### src/rtl/piece_redraw_seq.sv
// piece_redraw_seq: incremental redraw sequencer between game logic and the
// box painter. It erases the previous piece footprint, draws the new one and
// runs full-board clears, one painter job at a time over start/busy/done.
// Optional feature macro: REDRAW_SKIP_OVERLAP_EN (skip erase/draw of cells
// shared by the old and new footprint).
module piece_redraw_seq #(
    parameter int unsigned NCELLS         = 4,
    parameter int unsigned COLS           = 10,
    parameter int unsigned ROWS           = 20,
    parameter int unsigned CELL_W         = 64,
    parameter int unsigned CELL_H         = 24,
    parameter int unsigned XW             = 10,
    parameter int unsigned YW             = 9,
    parameter int unsigned CW             = 9,
    parameter int unsigned CLEAR_ON_RESET = 1
) (
    input  logic                   CLOCK_50,
    input  logic                   resetn,
    input  logic                   clear_req_i,
    input  logic                   update_req_i,
    input  logic [4*NCELLS-1:0]    cur_x_i,
    input  logic [5*NCELLS-1:0]    cur_y_i,
    input  logic [NCELLS-1:0]      cur_valid_i,
    input  logic [CW-1:0]          piece_color_i,
    input  logic [CW-1:0]          bg_color_i,
    input  logic                   paint_busy_i,
    input  logic                   paint_done_i,
    output logic                   paint_start_o,
    output logic [XW-1:0]          paint_x0_o,
    output logic [YW-1:0]          paint_y0_o,
    output logic [CW-1:0]          paint_color_o,
    output logic                   seq_busy_o,
    output logic                   frame_done_o
);

    localparam int unsigned CXW = 4;
    localparam int unsigned RYW = 5;
    localparam int unsigned IW  = (NCELLS > 1) ? $clog2(NCELLS) : 1;

    typedef enum logic [2:0] {
        IDLE,
        CLR_ISSUE,
        CLR_WAIT,
        ER_ISSUE,
        ER_WAIT,
        DR_ISSUE,
        DR_WAIT,
        COMMIT
    } state_t;

    state_t                  state_q;
    logic [CXW*NCELLS-1:0]   prev_x_q;
    logic [RYW*NCELLS-1:0]   prev_y_q;
    logic [NCELLS-1:0]       prev_valid_q;
    logic [CXW*NCELLS-1:0]   new_x_q;
    logic [RYW*NCELLS-1:0]   new_y_q;
    logic [NCELLS-1:0]       new_valid_q;
    logic [IW-1:0]           idx_q;
    logic [CXW-1:0]          clr_x_q;
    logic [RYW-1:0]          clr_y_q;
    logic                    pend_upd_q;
    logic                    pend_clr_q;
    logic                    paint_start_q;
    logic [XW-1:0]           paint_x0_q;
    logic [YW-1:0]           paint_y0_q;
    logic [CW-1:0]           paint_color_q;
    logic                    seq_busy_q;
    logic                    frame_done_q;

    logic [CXW-1:0]          er_col_c;
    logic [RYW-1:0]          er_row_c;
    logic                    er_valid_c;
    logic                    er_overlap_c;
    logic                    er_job_c;
    logic [CXW-1:0]          dr_col_c;
    logic [RYW-1:0]          dr_row_c;
    logic                    dr_valid_c;
    logic                    dr_overlap_c;
    logic                    dr_job_c;
    logic                    idx_last_c;
    logic                    clr_last_c;
    logic                    can_issue_c;

    function automatic logic [XW-1:0] col_to_x(input logic [CXW-1:0] col);
        return XW'(32'(col) * CELL_W);
    endfunction

    function automatic logic [YW-1:0] row_to_y(input logic [RYW-1:0] row);
        return YW'(32'(row) * CELL_H);
    endfunction

    // Select the cell under idx from both footprints and decide whether it needs a job.
    always_comb begin
        er_col_c     = '0;
        er_row_c     = '0;
        er_valid_c   = 1'b0;
        er_overlap_c = 1'b0;
        dr_col_c     = '0;
        dr_row_c     = '0;
        dr_valid_c   = 1'b0;
        dr_overlap_c = 1'b0;
        for (int i = 0; i < int'(NCELLS); i++) begin
            if (idx_q == IW'(i)) begin
                er_col_c   = prev_x_q[CXW*i +: CXW];
                er_row_c   = prev_y_q[RYW*i +: RYW];
                er_valid_c = prev_valid_q[i];
                dr_col_c   = new_x_q[CXW*i +: CXW];
                dr_row_c   = new_y_q[RYW*i +: RYW];
                dr_valid_c = new_valid_q[i];
            end
        end
`ifdef REDRAW_SKIP_OVERLAP_EN
        // A cell present in both footprints already shows the piece colour.
        for (int j = 0; j < int'(NCELLS); j++) begin
            if (new_valid_q[j] && (new_x_q[CXW*j +: CXW] == er_col_c)
                               && (new_y_q[RYW*j +: RYW] == er_row_c)) begin
                er_overlap_c = 1'b1;
            end
            if (prev_valid_q[j] && (prev_x_q[CXW*j +: CXW] == dr_col_c)
                                && (prev_y_q[RYW*j +: RYW] == dr_row_c)) begin
                dr_overlap_c = 1'b1;
            end
        end
`endif
        er_job_c = er_valid_c && (32'(er_col_c) < COLS) && (32'(er_row_c) < ROWS)
                   && !er_overlap_c;
        dr_job_c = dr_valid_c && (32'(dr_col_c) < COLS) && (32'(dr_row_c) < ROWS)
                   && !dr_overlap_c;
        idx_last_c  = (idx_q == IW'(NCELLS - 1));
        clr_last_c  = (clr_x_q == CXW'(COLS - 1)) && (clr_y_q == RYW'(ROWS - 1));
        can_issue_c = !paint_busy_i && !paint_start_q;
    end

    // Sequencer state, footprints, counters, pending flags and registered outputs.
    always_ff @(posedge CLOCK_50 or negedge resetn) begin
        if (!resetn) begin
            state_q       <= IDLE;
            prev_x_q      <= '0;
            prev_y_q      <= '0;
            prev_valid_q  <= '0;
            new_x_q       <= '0;
            new_y_q       <= '0;
            new_valid_q   <= '0;
            idx_q         <= '0;
            clr_x_q       <= '0;
            clr_y_q       <= '0;
            pend_upd_q    <= 1'b0;
            pend_clr_q    <= (CLEAR_ON_RESET != 0);
            paint_start_q <= 1'b0;
            paint_x0_q    <= '0;
            paint_y0_q    <= '0;
            paint_color_q <= '0;
            seq_busy_q    <= 1'b0;
            frame_done_q  <= 1'b0;
        end else begin
            paint_start_q <= 1'b0;
            frame_done_q  <= 1'b0;

            // Requests seen mid-sequence are parked until the next IDLE.
            if (state_q != IDLE) begin
                if (update_req_i) pend_upd_q <= 1'b1;
                if (clear_req_i)  pend_clr_q <= 1'b1;
            end

            case (state_q)
                IDLE: begin
                    if (pend_clr_q || clear_req_i) begin
                        pend_clr_q   <= 1'b0;
                        pend_upd_q   <= 1'b0;
                        prev_valid_q <= '0;
                        clr_x_q      <= '0;
                        clr_y_q      <= '0;
                        seq_busy_q   <= 1'b1;
                        state_q      <= CLR_ISSUE;
                    end else if (pend_upd_q || update_req_i) begin
                        pend_upd_q  <= 1'b0;
                        new_x_q     <= cur_x_i;
                        new_y_q     <= cur_y_i;
                        new_valid_q <= cur_valid_i;
                        idx_q       <= '0;
                        seq_busy_q  <= 1'b1;
                        state_q     <= ER_ISSUE;
                    end
                end

                CLR_ISSUE: begin
                    if (can_issue_c) begin
                        paint_start_q <= 1'b1;
                        paint_x0_q    <= col_to_x(clr_x_q);
                        paint_y0_q    <= row_to_y(clr_y_q);
                        paint_color_q <= bg_color_i;
                        state_q       <= CLR_WAIT;
                    end
                end

                CLR_WAIT: begin
                    if (paint_done_i) begin
                        if (clr_last_c) begin
                            new_x_q     <= cur_x_i;
                            new_y_q     <= cur_y_i;
                            new_valid_q <= cur_valid_i;
                            idx_q       <= '0;
                            state_q     <= DR_ISSUE;
                        end else begin
                            if (clr_x_q == CXW'(COLS - 1)) begin
                                clr_x_q <= '0;
                                clr_y_q <= clr_y_q + RYW'(1);
                            end else begin
                                clr_x_q <= clr_x_q + CXW'(1);
                            end
                            state_q <= CLR_ISSUE;
                        end
                    end
                end

                ER_ISSUE: begin
                    if (!er_job_c) begin
                        idx_q   <= idx_last_c ? '0 : idx_q + IW'(1);
                        state_q <= idx_last_c ? DR_ISSUE : ER_ISSUE;
                    end else if (can_issue_c) begin
                        paint_start_q <= 1'b1;
                        paint_x0_q    <= col_to_x(er_col_c);
                        paint_y0_q    <= row_to_y(er_row_c);
                        paint_color_q <= bg_color_i;
                        state_q       <= ER_WAIT;
                    end
                end

                ER_WAIT: begin
                    if (paint_done_i) begin
                        idx_q   <= idx_last_c ? '0 : idx_q + IW'(1);
                        state_q <= idx_last_c ? DR_ISSUE : ER_ISSUE;
                    end
                end

                DR_ISSUE: begin
                    if (!dr_job_c) begin
                        idx_q   <= idx_last_c ? '0 : idx_q + IW'(1);
                        state_q <= idx_last_c ? COMMIT : DR_ISSUE;
                    end else if (can_issue_c) begin
                        paint_start_q <= 1'b1;
                        paint_x0_q    <= col_to_x(dr_col_c);
                        paint_y0_q    <= row_to_y(dr_row_c);
                        paint_color_q <= piece_color_i;
                        state_q       <= DR_WAIT;
                    end
                end

                DR_WAIT: begin
                    if (paint_done_i) begin
                        idx_q   <= idx_last_c ? '0 : idx_q + IW'(1);
                        state_q <= idx_last_c ? COMMIT : DR_ISSUE;
                    end
                end

                COMMIT: begin
                    prev_x_q     <= new_x_q;
                    prev_y_q     <= new_y_q;
                    prev_valid_q <= new_valid_q;
                    frame_done_q <= 1'b1;
                    seq_busy_q   <= 1'b0;
                    state_q      <= IDLE;
                end

                default: begin
                    seq_busy_q <= 1'b0;
                    state_q    <= IDLE;
                end
            endcase
        end
    end

    assign paint_start_o = paint_start_q;
    assign paint_x0_o    = paint_x0_q;
    assign paint_y0_o    = paint_y0_q;
    assign paint_color_o = paint_color_q;
    assign seq_busy_o    = seq_busy_q;
    assign frame_done_o  = frame_done_q;

endmodule

### config.mk
export PLATFORM = sky130hd
export DESIGN_NAME = piece_redraw_seq
export DESIGN_NICKNAME = d
export VERILOG_FILES = /design/src/rtl/piece_redraw_seq.sv
export SDC_FILE = /design/constraint.sdc
export NUM_CORES = 1
export LEC_CHECK = 0
export ABC_AREA = 1
export BUFFER_PORTS_ARGS = -buffer_cell sky130_fd_sc_hd__buf_2
export CAP_MARGIN = 10
export CELL_PAD_IN_SITES_DETAIL_PLACEMENT = 0
export CELL_PAD_IN_SITES_GLOBAL_PLACEMENT = 1
export CORE_MARGIN = 1.5
export CORE_UTILIZATION = 46
export CTS_CLUSTER_SIZE = 25
export DETAILED_ROUTE_END_ITERATION = 10
export PLACE_DENSITY_LB_ADDON = 0.25
export RECOVER_POWER = 50
export SYNTH_ARGS = -nofsm -noshare
export SYNTH_HDL_FRONTEND = slang
export SYNTH_SLANG_ARGS = --single-unit
export TNS_END_PERCENT = 20
### constraint.sdc
create_clock -name CLOCK_50 -period 5.8 [get_ports CLOCK_50]
set_clock_uncertainty 0.2 [all_clocks]
set_input_delay 1.16 -clock CLOCK_50 [delete_from_list [all_inputs] [get_ports CLOCK_50]]
set_output_delay 1.16 -clock CLOCK_50 [all_outputs]
set_load 0.01 [all_outputs]
==> out/results.ini, run 1 <==
[outcome]
outcome=complete, but fails checks
violations=max-capacitance violations, max-slew violations

[logic_synthesis]
yosysSeqAreaShare_pct=46.9
yosysWarnings=0
yosysMostFrequentCell=nand2_1
async_flop_share_pct=100
synthTopCellsByArea=dfrtp_1 46%, nand2_1 12%, a21oi_1 5.2%
ys_types=46
yosys.area.top_type=dfrtp_1
yosysTopAreaCellShare_pct=46.4
netlist_instances=772
syn_area_mm2=0.00630
post_synth.cell_area_avg_um2=8.17
synthFlopType=dfrtp_1
ys_ff_latch=118
synth_common_cells=194 x nand2_1, 117 x dfrtp_1, 82 x inv_1
synth_edf_count=0

[cells_and_area]
fin_nets=932
seqCellArea_mm2=0.00295
synthToLayoutAreaGrowth_pct=15.2
fin_area_mm2=0.00726
fin_cells=1033
drive_gt1_share_pct=13.9
diodes=0
fillers=1300
multi_input_area_mm2=0.00274

[sta]
grt_setup_unrepaired=false
hold_viol=0
fmax_mhz=230
relSlewSlack_pct=-147
setup_viol=0
finalSetupTns_ns=0
hold_ws_ns=0.276
fin_crit_sh_pct=74.9
slew_violations=133
worstMarginPinSlew_ns=3.71
finalCriticalPeriod_ns=4.34

[worst_setup_path]
cp-start-kind=primary input
max_stage_delay_ns=2.56
crit_family=buffers and inverters
crit_fanout=69
cpMaxStageDelayCell=clkbuf_1
crit_type=primary input to asynchronous set/reset pin
required_ns=6.10
arrival_ns=4.64
path_buf_inv=2
cp_cell_sequence=clkbuf_1 > buf_4
cp-end-kind=asynchronous set/reset pin

[run]
max_cap_viol_count=2

[clocking]
hold_buffers=0
htree_levels=4
clk_latency_ns=0.42
clockBufferDepth=2
numCtsBuffers=17
numClockSinks=118
path_clk_slew_ns=0.05
cts_resized=0
root_buffer=clkbuf_16
cts_setup_buffers=0
cts_tree=yes

[detailed_routing]
ant_nets=0
dr.pass1.iters=5
drt_wl_total_mm=15.6
drt_iter0_markers=261
via_per_inst=5.12
vias=5289
drc_errors=0
wl_per_cell_um=15.1

[place]
place.gp.congestion=0.860
postPlaceCellArea_mm2=0.00673
place_inst=1001
dpl.hpwl_mm=11.4
io_buffers=85

[pwr]
peakVddDrop_mv=0.365
clock_power_share_pct=22.1
p_comb_share_pct=47.3
p_int_mw=2.60
cellPowerDensity_mw_per_mm2=643
leakagePower_nw=3.72
p_switching_mw=2.08
seqPwrFrac_pct=30.6
swShare_pct=44.5

[floorplan]
core.rowCount=42
chipHeight_um=120
die_w_um=120
die_area_mm2=0.0144
ios=95
start_util_pct=47.4
design.core.area_mm2=0.0133

[grt]
grt_pass1_wl_mm=25.5
grt-ovfl-total=0
grt_pass1_vias=5072
grt_max_degree=81
grt_usage_pct=22.9
antenna_found_initial=0

[worst_hold_path]
hold_class=flop to flop

[power groups by stage]
stage / combinational (mW) / sequential [mW] / clock, mW
floorplan: 1.70 / 1.38 / 0
global placement: 2.18 / 1.43 / 0
detailed placement: 2.23 / 1.44 / 0
CTS: 2.25 / 1.43 / 1.05
global route: 2.51 / 1.47 / 1.09
finish: 2.21 / 1.43 / 1.03
[metrics by stage]
stage                     util (%)  worst slack (ns)  total power [mW]
after floorplan                  -              2.64              3.09
after global placement        50.6              1.75              3.61
after detailed placement      50.6              1.55              3.67
after CTS                     55.1              1.49              4.73
after global routing          54.6             0.732              5.06
final                         54.6              1.46              4.67
[per-layer routing]
| layer | routed length, µm | track usage, % |
|---|---|---|
| met1 | 7100 | 29.9 |
| met2 | 7440 | 36.5 |
| met3 | 723 | 5.94 |
| met4 | 361 | 8.56 |
| met5 | 0 | 0 |
[flip-flops by register name (all words and copies together), names as in the netlist, 5 cells and up]
| signal | flops |
|---|---|
| paint_y0_o | 6 |
| new_x_q | 16 |
| clr_y_q | 5 |
| new_y_q | 20 |
| paint_color_o | 9 |
| prev_y_q | 20 |
| prev_x_q | 16 |
[layout by cell type (no fill, tap or decap), drive strengths merged, types with 3 or more instances in the layout]
cell type and instances:
fa 3, nor2 61, clkinv 4, a22o 3, mux2i 10, o22ai 6
buf 68, dfrtp 117, o21ai 79, nand3 33, ha 21, xor2 4
nand4 3, clkinvlp 4, conb 9, inv 89, clkbuf 43, a221oi 4
nand2 195, a21oi 71, o211ai 4, a22oi 4, o31ai 3
[final timing paths]
check	start	end	slack, ns	depth (start not counted)
max	resetn	prev_x_q[4]$_DFFE_PN0P_	1.46	2
min	paint_y0_o[6]$_DFFE_PN0P_	paint_y0_o[6]$_DFFE_PN0P_	0.28	2
max reg2reg	idx_q[0]$_DFFE_PN0P_	paint_y0_o[6]$_DFFE_PN0P_	1.54	15
min reg2reg	paint_y0_o[6]$_DFFE_PN0P_	paint_y0_o[6]$_DFFE_PN0P_	0.28	2
max in group CLOCK_50	idx_q[0]$_DFFE_PN0P_	paint_y0_o[6]$_DFFE_PN0P_	1.54	15
min in group asynchronous	resetn	clr_y_q[2]$_DFFE_PN0P_	1.81	1
[layout make-up]
cell class              count  share of cell area [%]
flip-flops and latches    118                    40.7
repair buffers             89                    5.84
inverters                  89                    4.63
well taps                 176                    3.03
multi-input cells         529                    37.7
clock inverters            10                    1.67
clock buffers              22                    6.39
[kinds of logic (layout without fill, tap and decap cells)]
group / Yosys count / in the layout / synth area share [%]
xor gates and xnor gates: 5 / 5 / 0.695
muxes: 10 / 10 / 1.59
DFF: 118 / 118 / 46.9
and+or+nand+nor: 298 / 298 / 19.6
adders and majority gates: 24 / 24 / 5.12
buffers and inverters: 133 / 210 / 9.96
other: 1 / 9 / 0.0595
AOI/OAI and AO/OA: 183 / 183 / 16.2
Power figures use the tool's default switching activity.
==> inputs of run 2 (changes only) <==
--- a/config.mk
+++ b/config.mk
@@ -11,7 +11,7 @@
 export CELL_PAD_IN_SITES_DETAIL_PLACEMENT = 0
 export CELL_PAD_IN_SITES_GLOBAL_PLACEMENT = 1
 export CORE_MARGIN = 1.5
-export CORE_UTILIZATION = 46
+export CORE_UTILIZATION = 38
 export CTS_CLUSTER_SIZE = 25
 export DETAILED_ROUTE_END_ITERATION = 10
 export PLACE_DENSITY_LB_ADDON = 0.25
==> constraint.sdc (replaced) <==
create_clock -name CLOCK_50 -period 3.7 [get_ports CLOCK_50]
set_clock_uncertainty 0.2 [all_clocks]
set_input_delay 0.74 -clock CLOCK_50 [delete_from_list [all_inputs] [get_ports CLOCK_50]]
set_output_delay 0.74 -clock CLOCK_50 [all_outputs]
set_load 0.01 [all_outputs]
==> run 2 against run 1 <==
The flow still finishes with violations (max-capacitance violations, max-slew violations). Sequential power up 56%. Die area up 21%. Cell count up 4.6%. Power increased by 55%. Sequential share of layout area shrank 0.65 points. Global-route usage is 3.1 points lower. First-iteration DRC count is 54% higher. Setup slack got worse by 1.2 ns. Non-clock buffer count up 8. Critical path type is now flop to flop. Largest power group unchanged. Highest routed layer unchanged.
==> out/results.ini, run 2 (same netlist as run 1, synthesis figures left out) <==
[outcome]
outcome=complete, but fails checks
violations=max-capacitance violations, max-slew violations

[worst_setup_path]
max_stage_delay_ns=0.68
required_ns=3.80
crit_fanout=10
crit_end=paint_y0_o[5]$_DFFE_PN0P_
arrival_ns=3.59
cpMaxStageDelayCell=o31ai_1
reg2reg_from=idx_q[0]$_DFFE_PN0P_
r2r_setup_slack_ns=0.21
cp-startpoint=idx_q[0]$_DFFE_PN0P_
reg2reg_depth=10
cp-end-kind=flop
cp-start-kind=flop
crit_type=flop to flop
cp_cell_sequence=inv_1 > ha_1 > inv_1 > nor2_4 > a221oi_1 > o31ai_1 > ha_1 > fa_1 > a221oi_1 > o21ai_1
timing.rr.end=paint_y0_o[5]$_DFFE_PN0P_

[pwr]
cellPowerDensity_mw_per_mm2=983
p_int_mw=3.98
p_comb_share_pct=48.4
leakagePower_nw=3.81
seqPwrFrac_pct=30.7
clock_power_share_pct=20.9
peakVddDrop_mv=0.724
p_switching_mw=3.28
swShare_pct=45.2
total_power_mw=7.25

[floorplan]
start_util_pct=39.3
die_w_um=132
chipHeight_um=132
design.core.area_mm2=0.0161
die_area_mm2=0.0174
ios=95
core.rowCount=46

[detailed_routing]
via_per_inst=4.91
wl_per_cell_um=15.1
dr.pass1.iters=7
vias=5310
ant_nets=0
drt_iter0_markers=402
drc_errors=0
drt_wl_total_mm=16.4

[sta]
slew_violations=70
final.setup.worst_slack_ns=0.208
finalCriticalPeriod_ns=3.49
hold_viol=0
relSlewSlack_pct=-2.91
grt_setup_unrepaired=false
finalSetupTns_ns=0
worstMarginPinSlew_ns=1.54
setup_viol=0
fin_crit_sh_pct=94.4
fmax_mhz=286

[grt]
grt_usage_pct=19.8
grt_pass1_wl_mm=27.2
grt_pass1_vias=5289
antenna_found_initial=0
grt-ovfl-total=0
grt_max_degree=70

[cells_and_area]
fin_area_mm2=0.00738
synthToLayoutAreaGrowth_pct=17.1
diodes=0
top_regs=new_y_q x20, prev_y_q x20
fin_cells=1081
drive_gt1_share_pct=17.2
layout_common_cells=194 x nand2_1, 117 x dfrtp_1, 82 x inv_1
final_common_cell=nand2_1
fin_nets=940

[clocking]
hold_buffers=0
clk_latency_ns=0.42
clockBufferDepth=2
path_clk_slew_ns=0.06
root_buffer=clkbuf_16
cts_tree=yes
numCtsBuffers=17
cts_setup_buffers=0
numClockSinks=118
htree_levels=4

[place]
place_inst=1049
dpl.hpwl_mm=12.0
place.gp.congestion=0.869
post-place-ws_ns=0.285
postPlaceCellArea_mm2=0.00687
io_buffers=85

[run]
max_cap_viol_count=1

[worst_hold_path]
hold_class=flop to flop

[run 2: final cells by class]
type                       instances  area, µm²
fill                            1644       8680
sequential                       118       2950
multi-input combinational        529       2760
timing repair buffer              97        517
clock buffer                      18        439
inverter                          89        340
tap                              216        270
clock inverter                    14       98.8
[run 2: worst min-delay path by stage]
stage	endpoint	from	depth (start not counted)	slack, ns
2_1_floorplan	clr_x_q[0]$_DFFE_PN0P_	resetn	0	0.24
3_3_place_gp	prev_x_q[6]$_DFFE_PN0P_	prev_x_q[6]$_DFFE_PN0P_	2	0.26
3_5_place_dp	prev_y_q[19]$_DFFE_PN0P_	prev_y_q[19]$_DFFE_PN0P_	2	0.26
4_1_cts	pend_upd_q$_DFF_PN0_	resetn	1	0.18
5_1_grt	prev_x_q[7]$_DFFE_PN0P_	prev_x_q[7]$_DFFE_PN0P_	2	0.29
6_report	prev_x_q[14]$_DFFE_PN0P_	prev_x_q[14]$_DFFE_PN0P_	2	0.27
[run 2: worst max-delay path, delay by kind of cell (launching register included)]
kind / cells / cell delay [ns]
flops: 1 / 0.43
buf+inv: 2 / 0.23
simple gates: 1 / 0.25
fa+ha+maj: 3 / 1.04
compound gates: 4 / 1.22
[run 2: routing by layer]
layer | global-route usage, % | vias to the layer above | part of all wire [%]
li1 | - | 2662 | -
met1 | 26.2 | 2501 | 46
met4 | 7.53 | 0 | 2.1
met5 | 0 | - | 0
met3 | 4.69 | 23 | 4.6
met2 | 31.6 | 124 | 47
[run 2: timing repair]
item / in CTS / in global routing
endpoints found under the setup margin: 0 / 1
endpoints found under the hold margin: 0 / 0
resized for setup: 0 / 2
[run 2: metrics by stage]
stage | hold WS (ns) | util (%)
6_report | 0.273 | 46.0
5_1_grt | 0.293 | 46.0
4_1_cts | 0.178 | 46.1
3_5_place_dp | 0.261 | 42.8
3_3_place_gp | 0.256 | 42.8
2_1_floorplan | 0.242 | -
[run 2: power groups by stage]
stage | Sequential [mW] | Combinational [mW] | Clock [mW]
4_1_cts | 2.23 | 3.55 | 1.54
2_1_floorplan | 2.17 | 2.67 | 0
3_3_place_gp | 2.24 | 3.44 | 0
3_5_place_dp | 2.25 | 3.52 | 0
6_report | 2.23 | 3.51 | 1.51
5_1_grt | 2.30 | 4.03 | 1.60
